==> src/rtl/ps2_pkg.sv <==
// ps2_pkg: shared PS/2 frame constants, receiver state type and odd-parity helper.
package ps2_pkg;
  typedef enum logic [1:0] {IDLE, DATA, PARITY, STOP} ps2_rx_state_t;
  localparam int PS2_FRAME_BITS = 11;
  localparam int PS2_DATA_BITS = 8;
  function automatic logic odd_parity(input logic [PS2_DATA_BITS-1:0] b);
    return ~^b;
  endfunction
endpackage

==> src/rtl/ps2_host_rx_if.sv <==
// ps2_host_rx_if: PS/2 line inputs and received-byte outputs of the host receiver.
interface ps2_host_rx_if;
  import ps2_pkg::*;
  logic ps2_clk;
  logic ps2_data;
  logic [PS2_DATA_BITS-1:0] data;
  logic valid;
  logic err;
  logic busy;
  modport master (output ps2_clk, ps2_data, input data, valid, err, busy);
  modport slave (input ps2_clk, ps2_data, output data, valid, err, busy);
endinterface

==> src/rtl/ps2_line_sync.sv <==
// ps2_line_sync: 2-FF synchronisers for ps2_clk/ps2_data and registered falling-edge pulse.
// Define PS2_RX_FILTER_EN to debounce ps2_clk over FILTER_LEN stable cycles.
module ps2_line_sync #(
  parameter int FILTER_LEN = 8
) (
  input  logic clk,
  input  logic reset,
  input  logic ps2_clk,
  input  logic ps2_data,
  output logic sync_data,
  output logic fall
);
  logic [1:0] clk_sync_q, clk_sync_d, data_sync_q, data_sync_d;
  logic prev_q, prev_d, fall_q, fall_d, sync_data_q, sync_data_d, lvl;
`ifdef PS2_RX_FILTER_EN
  localparam int CW = $clog2(FILTER_LEN + 1);
  logic filt_q, filt_d;
  logic [CW-1:0] cnt_q, cnt_d;
  // level only moves once the synchronised clock has disagreed for FILTER_LEN cycles
  always_comb begin
    filt_d = (clk_sync_q[1] != filt_q && cnt_q == CW'(FILTER_LEN - 1)) ? clk_sync_q[1] : filt_q;
    cnt_d = (clk_sync_q[1] == filt_q || cnt_q == CW'(FILTER_LEN - 1)) ? '0 : cnt_q + 1'b1;
  end
  always_ff @(posedge clk) begin
    if (reset) begin
      filt_q <= 1'b1;
      cnt_q <= '0;
    end else begin
      filt_q <= filt_d;
      cnt_q <= cnt_d;
    end
  end
  assign lvl = filt_q;
`else
  assign lvl = clk_sync_q[1];
`endif
  always_comb begin
    clk_sync_d = {clk_sync_q[0], ps2_clk};
    data_sync_d = {data_sync_q[0], ps2_data};
    prev_d = lvl;
    fall_d = prev_q & ~lvl;
    sync_data_d = data_sync_q[1];
  end
  always_ff @(posedge clk) begin
    if (reset) begin
      clk_sync_q <= 2'b11;
      data_sync_q <= 2'b11;
      prev_q <= 1'b1;
      fall_q <= 1'b0;
      sync_data_q <= 1'b1;
    end else begin
      clk_sync_q <= clk_sync_d;
      data_sync_q <= data_sync_d;
      prev_q <= prev_d;
      fall_q <= fall_d;
      sync_data_q <= sync_data_d;
    end
  end
  assign sync_data = sync_data_q;
  assign fall = fall_q;
endmodule

==> src/rtl/ps2_host_rx.sv <==
// ps2_host_rx: receive-only PS/2 host; de-frames 11-bit frames into bytes with valid/err strobes.
// Optional ps2_clk glitch filter enabled by defining PS2_RX_FILTER_EN.
module ps2_host_rx
  import ps2_pkg::*;
#(
  parameter int CLK_FREQ_HZ = 25_000_000,
  parameter int TIMEOUT_US = 200,
  parameter int FILTER_LEN = 8
) (
  input logic clk,
  input logic reset,
  ps2_host_rx_if.slave bus
);
  localparam int TIMEOUT_CYC = CLK_FREQ_HZ / 1_000_000 * TIMEOUT_US;
  localparam int TW = $clog2(TIMEOUT_CYC + 1);
  ps2_rx_state_t state_q, state_d;
  logic [2:0] bit_cnt_q, bit_cnt_d;
  logic [PS2_DATA_BITS-1:0] shift_q, shift_d, data_q, data_d;
  logic par_q, par_d, valid_q, valid_d, err_q, err_d;
  logic [TW-1:0] tmo_q, tmo_d;
  logic sync_data, fall, tmo_hit;
  ps2_line_sync #(.FILTER_LEN(FILTER_LEN)) u_sync (
    .clk(clk),
    .reset(reset),
    .ps2_clk(bus.ps2_clk),
    .ps2_data(bus.ps2_data),
    .sync_data(sync_data),
    .fall(fall)
  );
  assign tmo_hit = tmo_q == TW'(TIMEOUT_CYC);
  always_comb begin
    state_d = state_q;
    bit_cnt_d = bit_cnt_q;
    shift_d = shift_q;
    par_d = par_q;
    data_d = data_q;
    valid_d = 1'b0;
    err_d = 1'b0;
    tmo_d = (state_q == IDLE || fall) ? '0 : (tmo_hit ? tmo_q : tmo_q + 1'b1);
    if (fall) begin
      case (state_q)
        IDLE: begin
          state_d = sync_data ? IDLE : DATA;
          bit_cnt_d = '0;
        end
        DATA: begin
          shift_d = {sync_data, shift_q[PS2_DATA_BITS-1:1]};
          bit_cnt_d = bit_cnt_q + 3'd1;
          state_d = (bit_cnt_q == 3'd7) ? PARITY : DATA;
        end
        PARITY: begin
          par_d = sync_data;
          state_d = STOP;
        end
        default: begin
          state_d = IDLE;
          valid_d = sync_data && par_q == odd_parity(shift_q);
          err_d = !valid_d;
          data_d = valid_d ? shift_q : data_q;
        end
      endcase
    end else if (state_q != IDLE && tmo_hit) begin
      state_d = IDLE;
      err_d = 1'b1;
    end
  end
  always_ff @(posedge clk) begin
    if (reset) begin
      state_q <= IDLE;
      bit_cnt_q <= '0;
      shift_q <= '0;
      par_q <= 1'b0;
      data_q <= '0;
      valid_q <= 1'b0;
      err_q <= 1'b0;
      tmo_q <= '0;
    end else begin
      state_q <= state_d;
      bit_cnt_q <= bit_cnt_d;
      shift_q <= shift_d;
      par_q <= par_d;
      data_q <= data_d;
      valid_q <= valid_d;
      err_q <= err_d;
      tmo_q <= tmo_d;
    end
  end
  assign bus.data = data_q;
  assign bus.valid = valid_q;
  assign bus.err = err_q;
  assign bus.busy = state_q != IDLE;
endmodule
==> src/flat_wrapper.sv <==
// flat-port wrapper written by rule: the top's interface ports become plain ports
module ps2_host_rx_flat import ps2_pkg::*;
#(
  parameter int CLK_FREQ_HZ = 25_000_000,
  parameter int TIMEOUT_US = 200,
  parameter int FILTER_LEN = 8
)
  (clk, reset, bus_ps2_clk, bus_ps2_data, bus_data, bus_valid, bus_err, bus_busy);
  ps2_host_rx_if bus_i ();
  input logic clk;
  input logic reset;
  input wire logic [$bits(bus_i.ps2_clk)-1:0] bus_ps2_clk;
  input wire logic [$bits(bus_i.ps2_data)-1:0] bus_ps2_data;
  output wire logic [$bits(bus_i.data)-1:0] bus_data;
  output wire logic [$bits(bus_i.valid)-1:0] bus_valid;
  output wire logic [$bits(bus_i.err)-1:0] bus_err;
  output wire logic [$bits(bus_i.busy)-1:0] bus_busy;
  assign bus_i.ps2_clk = bus_ps2_clk;
  assign bus_i.ps2_data = bus_ps2_data;
  assign bus_data = bus_i.data;
  assign bus_valid = bus_i.valid;
  assign bus_err = bus_i.err;
  assign bus_busy = bus_i.busy;
  ps2_host_rx #(.CLK_FREQ_HZ(CLK_FREQ_HZ), .TIMEOUT_US(TIMEOUT_US), .FILTER_LEN(FILTER_LEN)) u_core (.clk(clk), .reset(reset), .bus(bus_i));
endmodule
==> config.mk <==
export PLATFORM = sky130hd
export DESIGN_NAME = ps2_host_rx_flat
export DESIGN_NICKNAME = d
export VERILOG_FILES = /design/src/rtl/ps2_pkg.sv /design/src/rtl/ps2_host_rx_if.sv /design/src/rtl/ps2_line_sync.sv /design/src/rtl/ps2_host_rx.sv /design/src/flat_wrapper.sv
export SDC_FILE = /design/constraint.sdc
export NUM_CORES = 1
export LEC_CHECK = 0
export CORE_UTILIZATION = 55
export DETAILED_ROUTE_END_ITERATION = 6
export PLACE_DENSITY = 0.74
export SYNTH_ARGS = -nofsm -noshare
export SYNTH_HDL_FRONTEND = slang
export SYNTH_SLANG_ARGS = --single-unit
==> constraint.sdc <==
create_clock -name clk -period 3.2 [get_ports clk]
set_clock_uncertainty 0.1 [all_clocks]
set_input_delay 0.48 -clock clk [delete_from_list [all_inputs] [get_ports clk]]
set_output_delay 0.48 -clock clk [all_outputs]
set_load 0.05 [all_outputs]
==> flow_metrics.py, run 1 <==
metrics = {
    "clocking": {
        "clockBufferDepth": 2,
        "cts_tree": "built",
        "clkTransAtPathRegs_ns": 0.12,
        "cts_resized": 0,
        "cts_setup_buffers": 0,
        "cts_root_buf": "clkbuf_4",
        "cts_sinks": 44,
        "clk_latency_ns": 0.35,
        "cts_buffers": 5,
        "htree_levels": 2,
        "ctsHoldBuffers": 0,
    },
    "synthesis": {
        "yosys-top-cells-area": "dfxtp_1 45%, ha_1 5.2%, nand2_1 4.8%, nand2b_1 4.8%, mux2i_1 4.6%",
        "yosys_warnings": 0,
        "synth-simple-area-share_pct": 25.2,
        "syn_area_um2": 1940,
        "synth_area_leader_cell": "dfxtp_1",
        "synth_cell_type_count": 35,
        "syn_nets": 224,
        "synth_compound_area_share_pct": 8.18,
        "yosys.area.top_type_share_pct": 45.3,
        "synth-edff-count": 0,
        "synth_top_family_by_area": "simple AND/OR/NAND/NOR gates",
        "synth_adder_area_share_pct": 5.15,
        "yosysMostFrequentCell": "dfxtp_1",
        "ys_seq_area_share_pct": 45.3,
        "synth_commonest_cells": "44 x dfxtp_1, 25 x nand2_1, 17 x a21oi_1",
        "syn_avg_cell_area_um2": 9.17,
        "ys_seq_elements": 44,
        "muxShareOfSynthArea_pct": 5.80,
        "synth_xor_area_share_pct": 7.28,
        "synthCells": 212,
        "synthFlopType": "dfxtp_1",
        "synth-async-reset-ratio_pct": 0,
    },
    "floorplanning": {
        "die_w_um": 61.4,
        "coreArea_um2": 3360,
        "rows": 21,
        "ios": 15,
        "start_util_pct": 57.8,
        "die_h_um": 61.4,
        "die_area_um2": 3770,
    },
    "sta": {
        "finalSetupViolations": 0,
        "tightest_slew_ns": 0.494,
        "layout_min_cycle_time_ns": 2.62,
        "rsz0062_at_grt": "no",
        "max_freq_mhz": 382,
        "fin_ws_ns": 0.582,
        "holdWs_ns": 0.322,
        "fin_crit_sh_pct": 81.8,
        "finalHoldViolCount": 0,
        "fin_tns_setup_ns": 0,
        "slew_headroom_pct": 67.0,
        "slew_violations": 0,
    },
    "finish": {
        "fin_area_um2": 2180,
        "num_antenna_cells": 0,
        "final_cells": 274,
        "layout.nets": 239,
        "nFillCells": 305,
        "synthToLayoutAreaGrowth_pct": 12.4,
        "final_layout_size_suffix_gt1_share_pct": 7.46,
    },
    "global_route": {
        "antenna_found_initial": 0,
        "grt_usage_pct": 20.3,
        "grt_pass1_wl_um": 5450,
        "grt_pass1_vias": 1264,
        "overflow": 0,
        "grt_max_degree": 39,
    },
    "drt": {
        "dr.pass1.iters": 4,
        "drc": 0,
        "drt-total-wl_um": 3300,
        "vias_per_cell": 5.21,
        "vias": 1427,
        "drt-initial-drc-count": 107,
        "ant_nets": 0,
        "wire_per_inst_um": 12.1,
    },
    "setup_path": {
        "cp_slowest_stage_delay_ns": 0.80,
        "crit_chain": "inv_1, ha_1, inv_1, clkdlybuf4s50_1",
        "critPathKind": "reg2out",
        "cp-start-kind": "register",
        "crit_arrival_ns": 2.04,
        "cp.required_ns": 2.62,
        "crit_fanout": 7,
        "end_kind": "output pin",
        "crit_top_cell": "inv_1",
        "crit_path_top_delay_cell": "clkdlybuf4s50_1",
    },
    "power": {
        "p_per_area_nw_per_um2": 386,
        "p_leak_uw": 0.000740,
        "vdd_ir_drop_max_v": 0.000242,
    },
    "hold_path": {
        "holdCritPathClass": "reg2reg",
    },
    "placed_design": {
        "gp_congestion": 0.781,
        "portBuffers": 14,
        "dp_cells": 266,
        "dp_slack_ns": 0.976,
        "dp_hpwl_um": 2360,
        "post_dp_cell_area_um2": 2120,
    },
    "job": {
        "drv_cap": 0,
    },
    "outcome": {
        "status": "completed",
    },
}
==> sequential cells by signal, indices dropped and copies added, names as in the netlist, 2 cells and up <==
register and flops:
u_core.tmo_q 13, u_core.bus.data 8, u_core.shift_q 8, u_core.bit_cnt_q 3, u_core.state_q 2, u_core.u_sync.clk_sync_q 2, u_core.u_sync.data_sync_q 2
==> worst paths after layout <==
kind                            depth (start not counted)                                     from  slack (ns)                                      end
worst min register to register                          1  u_core.u_sync.data_sync_q[0]$_SDFF_PP1_        0.32  u_core.u_sync.data_sync_q[1]$_SDFF_PP1_
worst max register to register                          4           u_core.shift_q[4]$_SDFFE_PP0P_        1.17          u_core.bus.data[7]$_SDFFE_PP0P_
worst min-delay path                                    1  u_core.u_sync.data_sync_q[0]$_SDFF_PP1_        0.32  u_core.u_sync.data_sync_q[1]$_SDFF_PP1_
worst max-delay path                                    4           u_core.state_q[0]$_SDFFE_PP0P_        0.58                                 bus_busy
==> where the power goes <==
part | switching (uW) | internal [uW]
logic | 7.94 | 9.25
clock network | 167 | 105
registers | 2.30 | 551
total | 177 | 665
==> cell families after synthesis <==
group	count (synthesis)
AND/OR/NAND/NOR	92
multiplexers	10
buffers and inverters	16
adder cells (fa/ha/maj)	8
AO/OA/AOI/OAI	29
XOR/XNOR	13
flip-flops	44
==> cell usage in the layout, fill, tap and decap left out, types with 2 or more instances in the layout <==
cell,count
dfxtp_1,44
nand2_1,25
a21oi_1,17
nand2b_1,15
nor2_1,14
clkdlybuf4s50_1,14
inv_1,9
mux2i_1,9
xnor2_1,8
ha_1,8
o21ai_0,7
or2_2,6
nand3_1,5
or3_1,5
clkbuf_4,5
nor3_1,4
xor2_1,3
nor4_1,3
xnor3_1,2
nand4_1,2
a22oi_1,2
and3_1,2
or2b_1,2
clkinv_2,2
==> final cells by class <==
cell class | instances | area [um2] | area share [%]
Tap cell | 46 | 57.6 | 2.64
Inverter | 9 | 33.8 | 1.55
Sequential cell | 44 | 881 | 40.3
Timing Repair Buffer | 15 | 148 | 6.76
Clock inverter | 2 | 10.0 | 0.458
Clock buffer | 6 | 51.3 | 2.35
Multi-Input combinational cell | 152 | 1000 | 45.9
==> worst max-delay path: cells and delay by family, from the launching register on <==
kind                       cells  cell delay, ns
DFF                            1            0.40
buffers and inverters          3            1.01
adders and majority gates      1            0.28
==> per-layer routing <==
layer	global-route usage, %	wire, um
met1	25.3	1580
met3	8.19	135
met4	8.89	64
met2	30.9	1520
met5	0	0
==> metrics by stage <==
stage               utilization (%)  total power (uW)
finish                         64.9               842
global route                   64.9               882
CTS                            64.9               853
detailed placement             63.1               583
global placement               63.1               582
floorplan                         -               577
(Power assumes the default switching activity.)
==> run 2, diff against run 1 <==
Clock period 3.2 ns to 2.5 ns, I/O delays scaled along.
==> run 2 against run 1 <==
- hold slack improved by 0.0031 ns
- first-iteration DRC count fell by 41%
- via count rose by 1.1%
- cell count is the same
- clock power increased by 79%
- largest power group unchanged
- setup slack worse by 0.24 ns
- highest routed layer unchanged
- combinational power rose by 28%
- die area is the same
- global-route usage up 0.33 points
==> flow_metrics.py, run 2 (synthesized netlist as in run 1, its figures left out) <==
metrics = {
    "power": {
        "swShare_pct": 19.1,
        "intPower_uw": 983,
        "power_uw": 1210,
        "p_leak_uw": 0.000773,
        "pwr-share-clk_pct": 39.9,
        "p_per_area_nw_per_um2": 547,
        "p_sw_uw": 232,
        "vdd_ir_drop_max_v": 0.000408,
        "power_frac_seq_pct": 58.3,
        "combPwrFrac_pct": 1.8,
    },
    "drt": {
        "drt-total-wl_um": 3390,
        "dr.pass1.iters": 4,
        "wire_per_inst_um": 12.4,
        "vias": 1442,
        "drc": 0,
        "vias_per_cell": 5.26,
        "drt-initial-drc-count": 63,
        "ant_nets": 0,
    },
    "finish": {
        "synthToLayoutAreaGrowth_pct": 14.2,
        "fin_area_um2": 2220,
        "final_common_cell": "dfxtp_1",
        "largest_register_ff_count": 13,
        "num_antenna_cells": 0,
        "final_layout_size_suffix_gt1_share_pct": 7.46,
        "layout.nets": 239,
        "final_cell_mix": "44 x dfxtp_1, 25 x nand2_1, 17 x a21oi_1",
        "top_register": "u_core.tmo_q",
        "nFillCells": 299,
    },
    "global_route": {
        "grt_usage_pct": 20.6,
        "antenna_found_initial": 0,
        "grt_max_degree": 39,
        "grt_pass1_wl_um": 5610,
        "grt_pass1_vias": 1281,
        "overflow": 0,
    },
    "setup_path": {
        "end_kind": "register",
        "cp-start-kind": "register",
        "critPathBufInv": 0,
        "cp.required_ns": 2.66,
        "crit_path_top_delay_cell": "xnor3_1",
        "cp_top_family": "multiplexers",
        "critPathKind": "reg2reg",
        "cp_slowest_stage_delay_ns": 0.45,
        "crit_fanout": 8,
        "crit_chain": "xnor3_1, or3b_4, mux2i_4, mux2i_1",
        "crit_arrival_ns": 2.32,
    },
    "sta": {
        "fin_tns_setup_ns": 0,
        "slew_violations": 0,
        "finalHoldViolCount": 0,
        "finalSetupViolations": 0,
        "layout_min_cycle_time_ns": 2.16,
        "max_freq_mhz": 463,
        "rsz0062_at_grt": "no",
        "fin_crit_sh_pct": 86.4,
        "tightest_slew_ns": 0.498,
        "slew_headroom_pct": 66.7,
    },
    "floorplanning": {
        "rows": 21,
        "die_h_um": 61.4,
        "die_area_um2": 3770,
        "die_w_um": 61.4,
        "coreArea_um2": 3360,
        "start_util_pct": 57.8,
        "ios": 15,
    },
    "clocking": {
        "cts_tree": "built",
        "clockBufferDepth": 2,
        "clkTransAtPathRegs_ns": 0.12,
        "htree_levels": 2,
        "cts_setup_buffers": 0,
        "clk_latency_ns": 0.35,
        "cts_buffers": 5,
        "cts_root_buf": "clkbuf_4",
        "cts_sinks": 44,
    },
    "hold_path": {
        "holdCritPathClass": "reg2reg",
    },
    "placed_design": {
        "post_dp_cell_area_um2": 2120,
        "portBuffers": 14,
        "gp_congestion": 0.748,
        "dp_hpwl_um": 2360,
    },
    "job": {
        "drv_cap": 0,
    },
    "outcome": {
        "status": "completed",
    },
}
-- run 2: changes by cell type in the layout (fill, tap and decap cells not counted), sizes merged --
cell,delta
clkinv,-2
bufinv,+1
clkbuf,+1
clkdlybuf4s50,-1
dlymetal6s2s,+1
-- run 2: stage by stage --
stage / hold slack (ns) / setup slack, ns / utilization (%) / cells
floorplan: 0.289 / 0.635 / - / 212
global placement: 0.291 / 0.461 / 63.1 / 266
detailed placement: 0.302 / 0.404 / 63.1 / 266
CTS: 0.330 / 0.0138 / 65.9 / 274
global route: 0.337 / 0.300 / 66.0 / 274
finish: 0.325 / 0.340 / 66.0 / 274
-- run 2: worst min-delay path: cells and delay by family, from the launching register on --
kind | cells | cell delay [ns]
flip-flops | 1 | 0.32
buffers and inverters | 1 | 0.04
AND/OR/NAND/NOR | 1 | 0.03
-- run 2: worst paths after layout --
check | to | from | slack, ns | cells past startpoint
worst max-delay path | u_core.bus.data[2]$_SDFFE_PP0P_ | u_core.shift_q[4]$_SDFFE_PP0P_ | 0.34 | 4
worst min-delay path | u_core.u_sync.fall$_SDFF_PP0_ | u_core.u_sync.prev_q$_SDFF_PP1_ | 0.32 | 2
worst max register to register | u_core.bus.data[2]$_SDFFE_PP0P_ | u_core.shift_q[4]$_SDFFE_PP0P_ | 0.34 | 4
worst min register to register | u_core.u_sync.fall$_SDFF_PP0_ | u_core.u_sync.prev_q$_SDFF_PP1_ | 0.32 | 2
-- run 2: cell type report --
cell class / instances / area [um2] / share of cell area, %
flip-flops and latches: 44 / 881 / 39.7
clock buffers: 7 / 65.1 / 2.93
repair buffers: 15 / 150 / 6.76
multi-input cells: 152 / 1000 / 45.2
inverters: 9 / 33.8 / 1.52
clock inverters: 1 / 30.0 / 1.35
well taps: 46 / 57.6 / 2.59
-- run 2: power groups by stage --
| stage | clock [uW] | combinational, uW | sequential (uW) |
|---|---|---|---|
| after floorplan | 0 | 15.6 | 722 |
| after global routing | 526 | 24.3 | 709 |
| after global placement | 0 | 21.4 | 724 |
| final | 484 | 22.0 | 708 |
| after detailed placement | 0 | 22.1 | 724 |
| after CTS | 495 | 22.2 | 708 |
-- run 2: routing by layer --
| metal | up-vias | global-route usage [%] | routed length [um] | share of wire (%) |
|---|---|---|---|---|
| met5 | - | 0 | 0 | 0 |
| met4 | 0 | 7.62 | 64 | 1.9 |
| met3 | 8 | 7.56 | 138 | 4.1 |
| met2 | 34 | 32.0 | 1600 | 47 |
| met1 | 656 | 26.3 | 1580 | 47 |
| li1 | 744 | - | - | - |
-- run 2: what timing repair did --
item,CTS,global route
setup endpoints to repair,0,1
hold buffers,0,0
resized for setup,0,1
==> run 3, diff against run 2 <==
Settings changed: CORE_ASPECT_RATIO set to 0.75.
==> run 3 against run 2 <==
- sequential share of layout area fell by 0.42 points
- first-iteration DRC count rose by 40%
- global-route usage is 0.53 points lower
- clock-buffer cell count unchanged
- combinational power grew 3%
- largest cell class unchanged
==> flow_metrics.py, run 3 (synthesized netlist as in run 1, its figures left out) <==
metrics = {
    "sta": {
        "finalSetupViolations": 0,
        "slew_violations": 0,
        "slew_headroom_pct": 66.6,
        "tightest_slew_ns": 0.501,
        "finalHoldViolCount": 0,
        "rsz0062_at_grt": "no",
        "max_freq_mhz": 484,
        "fin_tns_setup_ns": 0,
        "layout_min_cycle_time_ns": 2.06,
        "fin_crit_sh_pct": 82.6,
    },
    "clocking": {
        "cts_tree": "built",
        "clk_latency_ns": 0.29,
        "htree_levels": 2,
        "cts_root_buf": "clkbuf_8",
        "clockBufferDepth": 2,
        "cts_buffers": 5,
        "cts_sinks": 44,
        "clkTransAtPathRegs_ns": 0.08,
        "cts_setup_buffers": 0,
    },
    "floorplanning": {
        "die_w_um": 70.6,
        "die_area_um2": 3780,
        "rows": 18,
        "start_util_pct": 58.3,
        "coreArea_um2": 3330,
        "die_h_um": 53.5,
        "ios": 15,
    },
    "setup_path": {
        "cp-start-kind": "register",
        "cp.required_ns": 2.62,
        "end_kind": "register",
        "ff2ff_setup_slack_ns": 0.44,
        "cp-startpoint": "u_core.shift_q[4]$_SDFFE_PP0P_",
        "critPathCapture": "u_core.bus.data[4]$_SDFFE_PP0P_",
        "critPathKind": "reg2reg",
        "r2r_start": "u_core.shift_q[4]$_SDFFE_PP0P_",
        "reg2reg_to": "u_core.bus.data[4]$_SDFFE_PP0P_",
        "crit_arrival_ns": 2.18,
        "crit_fanout": 8,
        "r2r_cells": 4,
    },
    "drt": {
        "vias": 1439,
        "wire_per_inst_um": 13.1,
        "dr.pass1.iters": 4,
        "vias_per_cell": 5.37,
        "drc": 0,
        "drt-initial-drc-count": 88,
        "drt-total-wl_um": 3520,
        "ant_nets": 0,
    },
    "placed_design": {
        "portBuffers": 14,
        "dp_hpwl_um": 2490,
        "gp_congestion": 0.780,
    },
    "finish": {
        "synthToLayoutAreaGrowth_pct": 15.5,
        "layout.nets": 239,
        "num_antenna_cells": 0,
        "final_cell_mix": "44 x dfxtp_1, 25 x nand2_1, 17 x a21oi_1",
        "final_common_cell": "dfxtp_1",
        "top_register": "u_core.tmo_q",
        "final_layout_size_suffix_gt1_share_pct": 7.46,
        "fin_util_pct": 67.3,
        "largest_register_ff_count": 13,
    },
    "global_route": {
        "grt_usage_pct": 20.1,
        "grt_pass1_wl_um": 5720,
        "grt_pass1_vias": 1279,
        "antenna_found_initial": 0,
        "overflow": 0,
        "grt_max_degree": 39,
    },
    "outcome": {
        "status": "completed",
    },
    "power": {
        "vdd_ir_drop_max_v": 0.000529,
        "p_per_area_nw_per_um2": 584,
        "p_leak_uw": 0.000785,
    },
    "job": {
        "drv_cap": 0,
    },
    "hold_path": {
        "holdCritPathClass": "reg2reg",
    },
}
## run 3: repair_timing
| item | in CTS | in global routing |
|---|---|---|
| hold buffers | 0 | 0 |
| setup endpoints to repair | 0 | 1 |
| resized for setup | 0 | 1 |
## run 3: power breakdown
part	switching (uW)	total [uW]	internal (uW)
Sequential	3.04	707	704
Clock	227	580	352
Combinational	10.9	22.7	11.9
## run 3: final cells by class
cell class	instances	area (um2)
Clock inverter	1	30.0
Timing Repair Buffer	15	150
Inverter	9	33.8
Clock buffer	7	96.3
Tap cell	40	50.0
Sequential cell	44	881
Fill cell	277	1090
Multi-Input combinational cell	152	1000
## run 3: stage by stage
stage | hold WS [ns] | setup WS, ns | power (uW) | area [um2] | cells
2_1_floorplan | 0.289 | 0.635 | 738 | 1940 | 212
3_3_place_gp | 0.297 | 0.454 | 745 | 2110 | 260
3_5_place_dp | 0.303 | 0.397 | 747 | 2110 | 260
4_1_cts | 0.317 | 0.0645 | 1320 | 2240 | 268
5_1_grt | 0.330 | 0.346 | 1360 | 2240 | 268
6_report | 0.312 | 0.436 | 1310 | 2240 | 268
## run 3: per-layer routing
layer  share of wire [%]  vias up  wire, um  global-route usage (%)
met3                 3.2        5       113                    5.52
met2                  46       20      1610                    34.8
li1                    -      748         -                       -
met1                  50      666      1760                    24.5
met5                   0        -         0                       0
met4                0.88        0        31                    6.67
## run 3: worst min path at each step
stage	start	endpoint	slack (ns)	cells past startpoint
after floorplan	u_core.u_sync.clk_sync_q[0]$_SDFF_PP1_	u_core.u_sync.clk_sync_q[1]$_SDFF_PP1_	0.29	1
after global placement	u_core.u_sync.data_sync_q[1]$_SDFF_PP1_	u_core.u_sync.sync_data$_SDFF_PP1_	0.30	1
after detailed placement	u_core.u_sync.data_sync_q[0]$_SDFF_PP1_	u_core.u_sync.data_sync_q[1]$_SDFF_PP1_	0.30	1
after CTS	u_core.u_sync.prev_q$_SDFF_PP1_	u_core.u_sync.fall$_SDFF_PP0_	0.32	2
after global routing	u_core.u_sync.data_sync_q[0]$_SDFF_PP1_	u_core.u_sync.data_sync_q[1]$_SDFF_PP1_	0.33	1
final	u_core.u_sync.prev_q$_SDFF_PP1_	u_core.u_sync.fall$_SDFF_PP0_	0.31	2
## run 3: critical path, cell delays in order (launching register included)
cell,delay [ns]
dfxtp_1,0.38
xnor3_1,0.46
or3b_4,0.43
mux2i_4,0.38
mux2i_1,0.24
